**src/rtl/branch_ctrl_pkg.sv**
```systemverilog
// ---------------------------------------------------------------------------
// branch_ctrl_pkg
// Shared definitions for the decode-stage branch sequencer:
//   - MIPS branch opcode / REGIMM sub-op codes
//   - branch sequencer state encoding
//   - small decode helpers (operand usage, link detection, target address)
// Optional feature macro used by the top: BRANCH_STATS_EN
// ---------------------------------------------------------------------------
package branch_ctrl_pkg;

    localparam logic [4:0] LINK_REG_DEF = 5'd31;
    localparam int         CNT_W_DEF    = 32;

    // Primary opcodes
    localparam logic [5:0] OP_REGIMM = 6'b000001;
    localparam logic [5:0] EXE_BEQ   = 6'b000100;
    localparam logic [5:0] EXE_BNE   = 6'b000101;
    localparam logic [5:0] EXE_BLEZ  = 6'b000110;
    localparam logic [5:0] EXE_BGTZ  = 6'b000111;

    // REGIMM sub-ops carried in the rt field
    localparam logic [4:0] EXE_BLTZ   = 5'b00000;
    localparam logic [4:0] EXE_BGEZ   = 5'b00001;
    localparam logic [4:0] EXE_BLTZAL = 5'b10000;
    localparam logic [4:0] EXE_BGEZAL = 5'b10001;

    typedef enum logic [1:0] {
        BR_IDLE     = 2'd0,
        BR_WAIT     = 2'd1,
        BR_RESOLVE  = 2'd2,
        BR_REDIRECT = 2'd3
    } br_state_e;

    // Only the two-register compares need the rt operand to be final.
    function automatic logic f_uses_rt(input logic [5:0] op);
        return (op == EXE_BEQ) || (op == EXE_BNE);
    endfunction

    function automatic logic f_is_link(input logic [5:0] op, input logic [4:0] rt);
        return (op == OP_REGIMM) && ((rt == EXE_BLTZAL) || (rt == EXE_BGEZAL));
    endfunction

    // Branch target relative to the delay slot; wraps modulo 2^32.
    function automatic logic [31:0] f_target(input logic [31:0] pc, input logic [15:0] imm);
        return pc + 32'd4 + {{14{imm[15]}}, imm, 2'b00};
    endfunction

endpackage

```
**src/rtl/branch_ctrl_compare.sv**
```systemverilog
// ---------------------------------------------------------------------------
// branch_ctrl_compare
// Branch condition evaluator. Purely combinational.
// Ports:
//   i_a     in  32  rs operand
//   i_b     in  32  rt operand
//   i_op    in  6   opcode
//   i_rt    in  5   rt field (REGIMM sub-op)
//   o_taken out 1   branch condition true; 0 for unknown ops
// ---------------------------------------------------------------------------
module branch_ctrl_compare
    import branch_ctrl_pkg::*;
(
    input  logic [31:0] i_a,
    input  logic [31:0] i_b,
    input  logic [5:0]  i_op,
    input  logic [4:0]  i_rt,
    output logic        o_taken
);

    // Condition decode; unknown encodings fall through to not-taken
    always_comb begin
        o_taken = 1'b0;
        case (i_op)
            EXE_BEQ:  o_taken = (i_a == i_b);
            EXE_BNE:  o_taken = (i_a != i_b);
            EXE_BLEZ: o_taken = i_a[31] | (i_a == 32'd0);
            EXE_BGTZ: o_taken = ~i_a[31] & (i_a != 32'd0);
            OP_REGIMM: begin
                case (i_rt)
                    EXE_BLTZ, EXE_BLTZAL: o_taken = i_a[31];
                    EXE_BGEZ, EXE_BGEZAL: o_taken = ~i_a[31];
                    default:              o_taken = 1'b0;
                endcase
            end
            default:  o_taken = 1'b0;
        endcase
    end

endmodule

```
**src/rtl/branch_ctrl.sv**
```systemverilog
// ---------------------------------------------------------------------------
// branch_ctrl
// Decode-stage branch sequencer: holds decode until branch operands are
// final, resolves the branch through branch_ctrl_compare, and presents a
// registered redirect to fetch under a valid/ack handshake. Emits the link
// register write for BGEZAL/BLTZAL in the resolve cycle.
// Optional feature: define BRANCH_STATS_EN to add saturating counters
// stat_br (branches resolved) and stat_tk (branches taken).
// Ports:
//   clk, resetn            clock, async active-low reset
//   br_valid_d, op_d, rt_d, pc_d, imm_d   branch in decode
//   rs_val, rt_val, rs_rdy, rt_rdy        forwarded operands + readiness
//   flush                  abandon any branch in progress
//   redir_ack              fetch accepted the redirect
//   stall_d                hold decode and fetch
//   redir_valid/taken/pc   redirect to fetch
//   link_we/wa/wd          link register write
//   stat_br, stat_tk       statistics (BRANCH_STATS_EN only)
// ---------------------------------------------------------------------------
module branch_ctrl
    import branch_ctrl_pkg::*;
#(
    parameter logic [4:0] LINK_REG = LINK_REG_DEF
`ifdef BRANCH_STATS_EN
    , parameter int CNT_W = CNT_W_DEF
`endif
) (
    input  logic        clk,
    input  logic        resetn,
    input  logic        br_valid_d,
    input  logic [5:0]  op_d,
    input  logic [4:0]  rt_d,
    input  logic [31:0] pc_d,
    input  logic [15:0] imm_d,
    input  logic [31:0] rs_val,
    input  logic [31:0] rt_val,
    input  logic        rs_rdy,
    input  logic        rt_rdy,
    input  logic        flush,
    input  logic        redir_ack,
    output logic        stall_d,
    output logic        redir_valid,
    output logic        redir_taken,
    output logic [31:0] redir_pc,
    output logic        link_we,
    output logic [4:0]  link_wa,
    output logic [31:0] link_wd
`ifdef BRANCH_STATS_EN
    , output logic [CNT_W-1:0] stat_br
    , output logic [CNT_W-1:0] stat_tk
`endif
);

    br_state_e   r_state;
    br_state_e   w_state_nxt;
    logic        w_ops_rdy;
    logic        w_latch;
    logic        w_taken;

    logic [31:0] r_a;
    logic [31:0] r_b;
    logic [31:0] r_pc;
    logic [15:0] r_imm;
    logic [5:0]  r_op;
    logic [4:0]  r_rt;

    logic        r_stall;
    logic        r_redir_valid;
    logic        r_redir_taken;
    logic [31:0] r_redir_pc;
    logic        r_link_pend;
    logic [31:0] r_link_wd;

    // Next-state decode; flush overrides every other event
    always_comb begin
        w_state_nxt = r_state;
        w_ops_rdy   = rs_rdy & (~f_uses_rt(op_d) | rt_rdy);
        if (flush) begin
            w_state_nxt = BR_IDLE;
        end else begin
            case (r_state)
                BR_IDLE: begin
                    if (br_valid_d) begin
                        w_state_nxt = w_ops_rdy ? BR_RESOLVE : BR_WAIT;
                    end else begin
                        w_state_nxt = BR_IDLE;
                    end
                end
                BR_WAIT:     w_state_nxt = w_ops_rdy ? BR_RESOLVE : BR_WAIT;
                BR_RESOLVE:  w_state_nxt = BR_REDIRECT;
                BR_REDIRECT: w_state_nxt = redir_ack ? BR_IDLE : BR_REDIRECT;
                default:     w_state_nxt = BR_IDLE;
            endcase
        end
    end

    // Operands are captured in the cycle they become final, so the compare
    // in RESOLVE sees stable values regardless of forwarding changes.
    assign w_latch = (w_state_nxt == BR_RESOLVE);

    branch_ctrl_compare u_compare (
        .i_a     (r_a),
        .i_b     (r_b),
        .i_op    (r_op),
        .i_rt    (r_rt),
        .o_taken (w_taken)
    );

    // State, operand capture and registered redirect/link outputs
    always_ff @(posedge clk or negedge resetn) begin
        if (!resetn) begin
            r_state       <= BR_IDLE;
            r_a           <= 32'd0;
            r_b           <= 32'd0;
            r_pc          <= 32'd0;
            r_imm         <= 16'd0;
            r_op          <= 6'd0;
            r_rt          <= 5'd0;
            r_stall       <= 1'b0;
            r_redir_valid <= 1'b0;
            r_redir_taken <= 1'b0;
            r_redir_pc    <= 32'd0;
            r_link_pend   <= 1'b0;
            r_link_wd     <= 32'd0;
        end else begin
            r_state     <= w_state_nxt;
            r_stall     <= (w_state_nxt != BR_IDLE);
            r_link_pend <= w_latch & f_is_link(op_d, rt_d);
            if (w_latch) begin
                r_a       <= rs_val;
                r_b       <= rt_val;
                r_pc      <= pc_d;
                r_imm     <= imm_d;
                r_op      <= op_d;
                r_rt      <= rt_d;
                r_link_wd <= pc_d + 32'd8;
            end else begin
                r_a       <= r_a;
            end
            if (flush) begin
                r_redir_valid <= 1'b0;
            end else if (r_state == BR_RESOLVE) begin
                r_redir_valid <= 1'b1;
                r_redir_taken <= w_taken;
                r_redir_pc    <= w_taken ? f_target(r_pc, r_imm) : (r_pc + 32'd8);
            end else if ((r_state == BR_REDIRECT) && redir_ack) begin
                r_redir_valid <= 1'b0;
            end else begin
                r_redir_valid <= r_redir_valid;
            end
        end
    end

`ifdef BRANCH_STATS_EN
    logic [CNT_W-1:0] r_stat_br;
    logic [CNT_W-1:0] r_stat_tk;

    // Saturating resolve/taken counters; a flushed resolve is not counted
    always_ff @(posedge clk or negedge resetn) begin
        if (!resetn) begin
            r_stat_br <= {CNT_W{1'b0}};
            r_stat_tk <= {CNT_W{1'b0}};
        end else if ((r_state == BR_RESOLVE) && !flush) begin
            if (r_stat_br != {CNT_W{1'b1}}) begin
                r_stat_br <= r_stat_br + CNT_W'(1);
            end else begin
                r_stat_br <= r_stat_br;
            end
            if (w_taken && (r_stat_tk != {CNT_W{1'b1}})) begin
                r_stat_tk <= r_stat_tk + CNT_W'(1);
            end else begin
                r_stat_tk <= r_stat_tk;
            end
        end else begin
            r_stat_br <= r_stat_br;
            r_stat_tk <= r_stat_tk;
        end
    end

    assign stat_br = r_stat_br;
    assign stat_tk = r_stat_tk;
`endif

    assign stall_d     = r_stall;
    assign redir_valid = r_redir_valid;
    assign redir_taken = r_redir_taken;
    assign redir_pc    = r_redir_pc;
    // The pending link write is registered; a coincident flush squashes it.
    assign link_we     = r_link_pend & ~flush;
    assign link_wa     = LINK_REG;
    assign link_wd     = r_link_wd;

endmodule

```
**config.mk**
```make
export PLATFORM = sky130hd
export DESIGN_NAME = branch_ctrl
export DESIGN_NICKNAME = d
export VERILOG_FILES = /design/src/rtl/branch_ctrl_pkg.sv /design/src/rtl/branch_ctrl_compare.sv /design/src/rtl/branch_ctrl.sv
export SDC_FILE = /design/constraint.sdc
export NUM_CORES = 1
export LEC_CHECK = 0
export ABC_AREA = 1
export BUFFER_PORTS_ARGS = -buffer_cell sky130_fd_sc_hd__buf_2
export CORE_MARGIN = 2
export CORE_UTILIZATION = 45
export CTS_BUF_LIST = sky130_fd_sc_hd__clkbuf_8 sky130_fd_sc_hd__clkbuf_16
export DETAILED_ROUTE_END_ITERATION = 10
export MAX_ROUTING_LAYER = met4
export PLACE_DENSITY = 0.78
export SLEW_MARGIN = 10
export SYNTH_ARGS = -nofsm -noshare
export SYNTH_HDL_FRONTEND = slang
export SYNTH_SLANG_ARGS = --single-unit
```
**constraint.sdc**
```tcl
create_clock -name clk -period 2.9 [get_ports clk]
set_input_delay 0.145 -clock clk [delete_from_list [all_inputs] [get_ports clk]]
set_output_delay 0.145 -clock clk [all_outputs]
set_load 0.02 [all_outputs]
```
# Word level (Yosys, flattened, before mapping)
# Cells that the tools add are included.
[op_classes]
reduce_logical = 13
bitwise = 9
mux = 11
n_eq_ne = 19
addsub = 4
[ops]
columns = ["cell", "n"]
rows = [
  ["$add 32x4->32 const B", 2],
  ["$eq 6x3->1 const B", 6],
  ["$add 32x3->32 const B", 1],
  ["$add 32x32->32", 1],
  ["$eq 32x32->1", 1],
  ["$logic_not 32->1", 1],
  ["$mux 32", 1],
  ["$ne 32x32->1", 1],
  ["$reduce_bool 32->1", 1],
  ["$eq 5x5->1 const B", 4],
  ["$eq 6x1->1 const B", 2],
  ["$mux 2", 4],
  ["$pmux 2 s4", 1],
  ["$eq 2x2->1 const B", 3],
  ["$eq 5x1->1 const B", 1],
  ["$logic_not 5->1", 1],
  ["$pmux 1 s5", 1],
  ["$and 1x1->1", 4],
  ["$reduce_or 2->1", 2],
  ["$mux 1", 3],
  ["$not 1->1", 3],
  ["$reduce_bool 3->1", 1],
  ["$eq 2x1->1 const B", 1],
  ["$logic_and 1x1->1", 2],
  ["6 further kinds", 8],
]
[word_totals]
ff_bits = 193
wordCells = 69
inputBits = 130

# Longest topological paths before layout
[logic_depth]
word_depth = 11
ltp_mapped = 19
mapped_depth_nobuf = 19

# Modules after synthesis
# A second synthesis with hierarchy kept.
[unflattened]
cells_unflattened = 1705
hier_area_um2 = 12022.8
[modules_own_cells]
columns = ["module", "cells_per_inst", "n_inst", "area_each_um2"]
rows = [
  ["branch_ctrl", 1559, 1, 11309.6],
  ["branch_ctrl_compare", 146, 1, 713.2],
]

# Least setup slack after synthesis
# Ideal clock, no wire load.
[synth_path]
kind = "register to register"
startpoint = "register r_pc[3]"
endpoint = "register r_redir_pc[29], in the netlist redir_pc[29]"
arrival_time_ns = 2.181
n_path_buf = 0
stages_incl_launch_ff = 18
path_slack_ns = 0.601
setup_time_ns = 0.118
cell_sequence = "dfrtp_1 > ha_1 > ha_1 > fa_1 > nand3_1 > nand2_1 > nand3_1 > nand2_1 > nand2_1 > nand2_1 > nand2_1 > nand2_1 > nand2_1 > nand2_1 > inv_1 > nand2_1 > nand3_1 > nand2_1"
[synth_via]
elab_chain_len = 3
[synth_lines]
columns = ["element", "line", "rtl"]
rows = [
  ["start: declaration", "branch_ctrl.sv:62", "logic [31:0] r_pc;"],
  ["start signal: assignment", "branch_ctrl.sv:132", "r_pc <= pc_d;"],
  ["$add 32x3->32", "branch_ctrl_pkg.sv:45", "return pc + 32'd4 + {{14{imm[15]}}, imm, 2'b00};"],
  ["$add 32x32->32", "branch_ctrl_pkg.sv:45", ""],
  ["$mux 32 (*)", "branch_ctrl.sv:145", "r_redir_pc <= w_taken ? f_target(r_pc, r_imm) : (r_pc + 32'd8);"],
  ["end signal: assignment", "branch_ctrl.sv:145", ""],
  ["end: declaration", "branch_ctrl.sv:70", "logic [31:0] r_redir_pc;"],
]
# Every way passes the cells marked *; elsewhere a longest branch is shown, timed or not.
# A chain may end at the register's enable or synchronous reset.

# Final worst setup path
[layout_path]
startpoint = "register r_pc[17]"
endpoint = "register r_redir_pc[26], in the netlist redir_pc[26]"
# Same word-level chain as after synthesis.

==> impl_results.md <==
- Status: finished, final reports clean
- WP data required: 3.28 ns
- Worst reg2reg path depth: 14
- Most frequent cells in the layout: 675 x nand2_1, 196 x buf_2, 189 x dfrtp_1
- Async set-reset flop share out of synthesis: 1.00
- Sw Pwr: 5570 uW
- TritonCTS Sinks: 189
- Worst Hold Path Cells: 3
- Non-Filler Instances: 2262
- Avg Inst Size Synth: 7.21 um^2
- Pint: 6720 uW
- Sequential share of power: 0.337
- Vias in the first global route: 11.6k
- Initial DRC count: 1011
- Worst min-delay path class: in2reg
- RSZ-0062 raised after global routing: no
- First-pass GRT wire length: 60900 um
- CTS tree: yes
- Postcts setup bufs: 0
- Final Util: 0.585
- Maxcap violations: 0
- Reg2reg setup slack: 0.29 ns
- TNS Setup: 0 ns
- Antenna violations before repair: 1
- CP Launch Type: flip-flop
- Vias/cell: 5.24
- Largest net degree at the start of global routing: 108
- Most used cell, CP: nand2_1
- Count of cell types in the netlist: 37
- Vias after detailed routing: 11.9k
- FF-to-FF Start: r_pc[17]
- CTS Buffer Depth: 2
- CP Capture Type: flip-flop
- Worst-Skew Late Latency: 0.45 ns
- Crit path max-delay cell type: dfrtp_1
- GR Util All Layers: 0.297
- P&R area growth vs syn: 26.8%
- Post-Synthesis Cells: 1621
- Sw Share: 0.453
- WHS Endpoint: r_pc[22]
- Post-DP HPWL: 28000 um
- Worst R2R End: redir_pc[26]
- Starting Density: 0.462
- DIE HEIGHT: 165 um
- Yosys warnings: 0
- TritonCTS buffer count: 17
- Hold_ws: 0.00882 ns
- Core Rows: 58
- Share of layout cells above drive strength 1: 0.142
- Post-synth EDFFs: 0
- Core box area: 25300 um^2
- Final nets: 2107
- CP peak stage delay: 0.51 ns
- Fin crit share: 0.902
- DRC Markers: 0
- Post-synthesis sequential area ratio: 0.405
- Hold wc startpoint: pc_d[22]
- Power Dens Cells: 829 nW/um^2
- # H-tree levels: 4
- Worst Skew: 0.0178 ns
- Tmin final: 2.61 ns
- Grt total ovfl: 0
- Max-slew violation count: 0
- Wire per inst: 17.1 um
- Comb power frac: 0.456
- Critical path arrival: 3.00 ns
- Clock Tree Root: clkbuf_16
- # IOs: 203
- Total wire length: 38700 um
- Input/output buffers: 197
- Crit-path max FO: 6
- Leak Pwr: 0.00785 uW
- Die area: 27300 um^2
- Post-Synthesis Cell Area: 11700 um^2
- Final hold violation count: 0
- Placed Cells: 2123
- Maximum vdd drop: 0.519 mV
- Max Freq: 382 MHz
- DR pass1 iterations: 5
- Die width: 165 um
- Most common cell after layout, fill and taps aside: nand2_1
- Final Setup Violations: 0
- Post-DRT Antenna Nets: 0
- Critical path, cell by cell: ha_1 > ha_1 > nand2_1 > nor2_1 > inv_1 > nor3_1 > nand3_1 > nand3_1 > nand2_1 > nand2_1 > nand2_1 > nand2_1 > nand2_1 > nand2_1
- Clk pin slew, worst setup/hold paths: 0.08 ns
- Top FF cell, synth: dfrtp_1
- Slew Limit Headroom: 0.512
- Critical path type: reg2reg
- Clk network pwr share: 0.207
- Register bit total from synthesis: 189
- Routability cong.: 1.02
- Worst slew pin tran: 0.731 ns
-- synth_stat cells, types with 2 or more instances --
| master | count | area, um^2 |
|---|---|---|
| o21ai_0 | 84 | 420 |
| nor4_1 | 6 | 37.5 |
| ha_1 | 59 | 738 |
| buf_4 | 8 | 60.1 |
| and2_1 | 2 | 12.5 |
| a21oi_1 | 33 | 165 |
| nor2_4 | 3 | 33.8 |
| nor2_1 | 109 | 409 |
| a31oi_1 | 4 | 25.0 |
| o21bai_1 | 6 | 45.0 |
| nand3b_1 | 15 | 113 |
| nor3_1 | 23 | 115 |
| nand2_1 | 675 | 2530 |
| buf_1 | 3 | 11.3 |
| xnor2_1 | 34 | 298 |
| inv_1 | 134 | 503 |
| xor2_1 | 49 | 429 |
| nand4_1 | 20 | 125 |
| buf_2 | 27 | 135 |
| clkbuf_1 | 18 | 67.6 |
| nor3_2 | 4 | 40.0 |
| nand2_2 | 2 | 12.5 |
| dfrtp_1 | 189 | 4730 |
| nand3_2 | 4 | 40.0 |
| o21ai_1 | 3 | 15.0 |
| nand3_1 | 96 | 480 |
-- kinds of logic (layout without fill, tap and decap cells) --
family                     Yosys count  count (layout)  share of synthesized area
adders and majority gates           60              60                     0.0649
DFF                                189             189                      0.405
and+or+nand+nor                    962             962                      0.341
AOI/OAI and AO/OA                  134             134                     0.0599
buffers and inverters              192             497                     0.0671
other                                1               7                   0.000321
xor gates and xnor gates            83              83                     0.0622
-- how the worst max path moves through the flow --
stage,startpoint,end,slack [ns]
after floorplan,r_pc[3],redir_pc[29],0.60
after global placement,r_pc[17],redir_pc[26],0.30
after detailed placement,r_imm[15],redir_pc[31],0.31
after CTS,r_imm[15],redir_pc[31],0.30
after global routing,r_pc[3],redir_pc[23],0.05
final,r_pc[17],redir_pc[26],0.29
-- through the flow --
stage,power (uW),worst slack [ns],cell area (um^2)
after global placement,9490,0.300,13100
after CTS,12300,0.299,14800
final,12300,0.285,14800
after detailed placement,9570,0.313,13100
after floorplan,7630,0.601,11700
after global routing,13100,0.0531,14800
-- layer usage --
layer,global-route usage,vias up,routed length (um)
met5,-,-,0
met2,0.480,454,18400
met1,0.395,5627,17000
li1,-,5710,-
met4,0.0862,0,992
met3,0.0337,66,2300
-- timing repair --
action                    4_1_cts  5_1_grt
hold endpoints to repair      189        0
resized for setup               0        0
hold buffers                  105        0
-- sequential cells by signal, summed over array words and instances, names as in the netlist, 4 cells and up --
register,flops
r_op,6
r_pc,32
redir_pc,32
r_rt,4
r_a,32
r_imm,16
r_b,32
link_wd,29
-- critical path: cells and delay by family, from the launching register on --
family,cells,cell delay [ns]
adder cells (fa/ha/maj),2,0.77
buffers and inverters,1,0.10
flip-flops,1,0.51
AND/OR/NAND/NOR,11,1.18
-- cell type report --
| cell class | instances | area (um^2) |
|---|---|---|
| timing repair buffer | 329 | 2310 |
| clock buffer | 17 | 425 |
| sequential | 189 | 4730 |
| tap | 330 | 413 |
| clock inverter | 15 | 215 |
| fill | 2240 | 10500 |
| antenna | 2 | 5.00 |
| inverter | 136 | 513 |
| multi-input combinational | 1244 | 6210 |
-- power groups by stage --
stage	Clock (uW)	Combinational (uW)	Sequential (uW)
after floorplan	0	3250	4380
after global placement	0	5370	4120
after detailed placement	0	5420	4160
after CTS	2570	5560	4120
after global routing	2660	6230	4230
final	2540	5610	4140
Note: power is estimated with default switching activity, not from simulation.
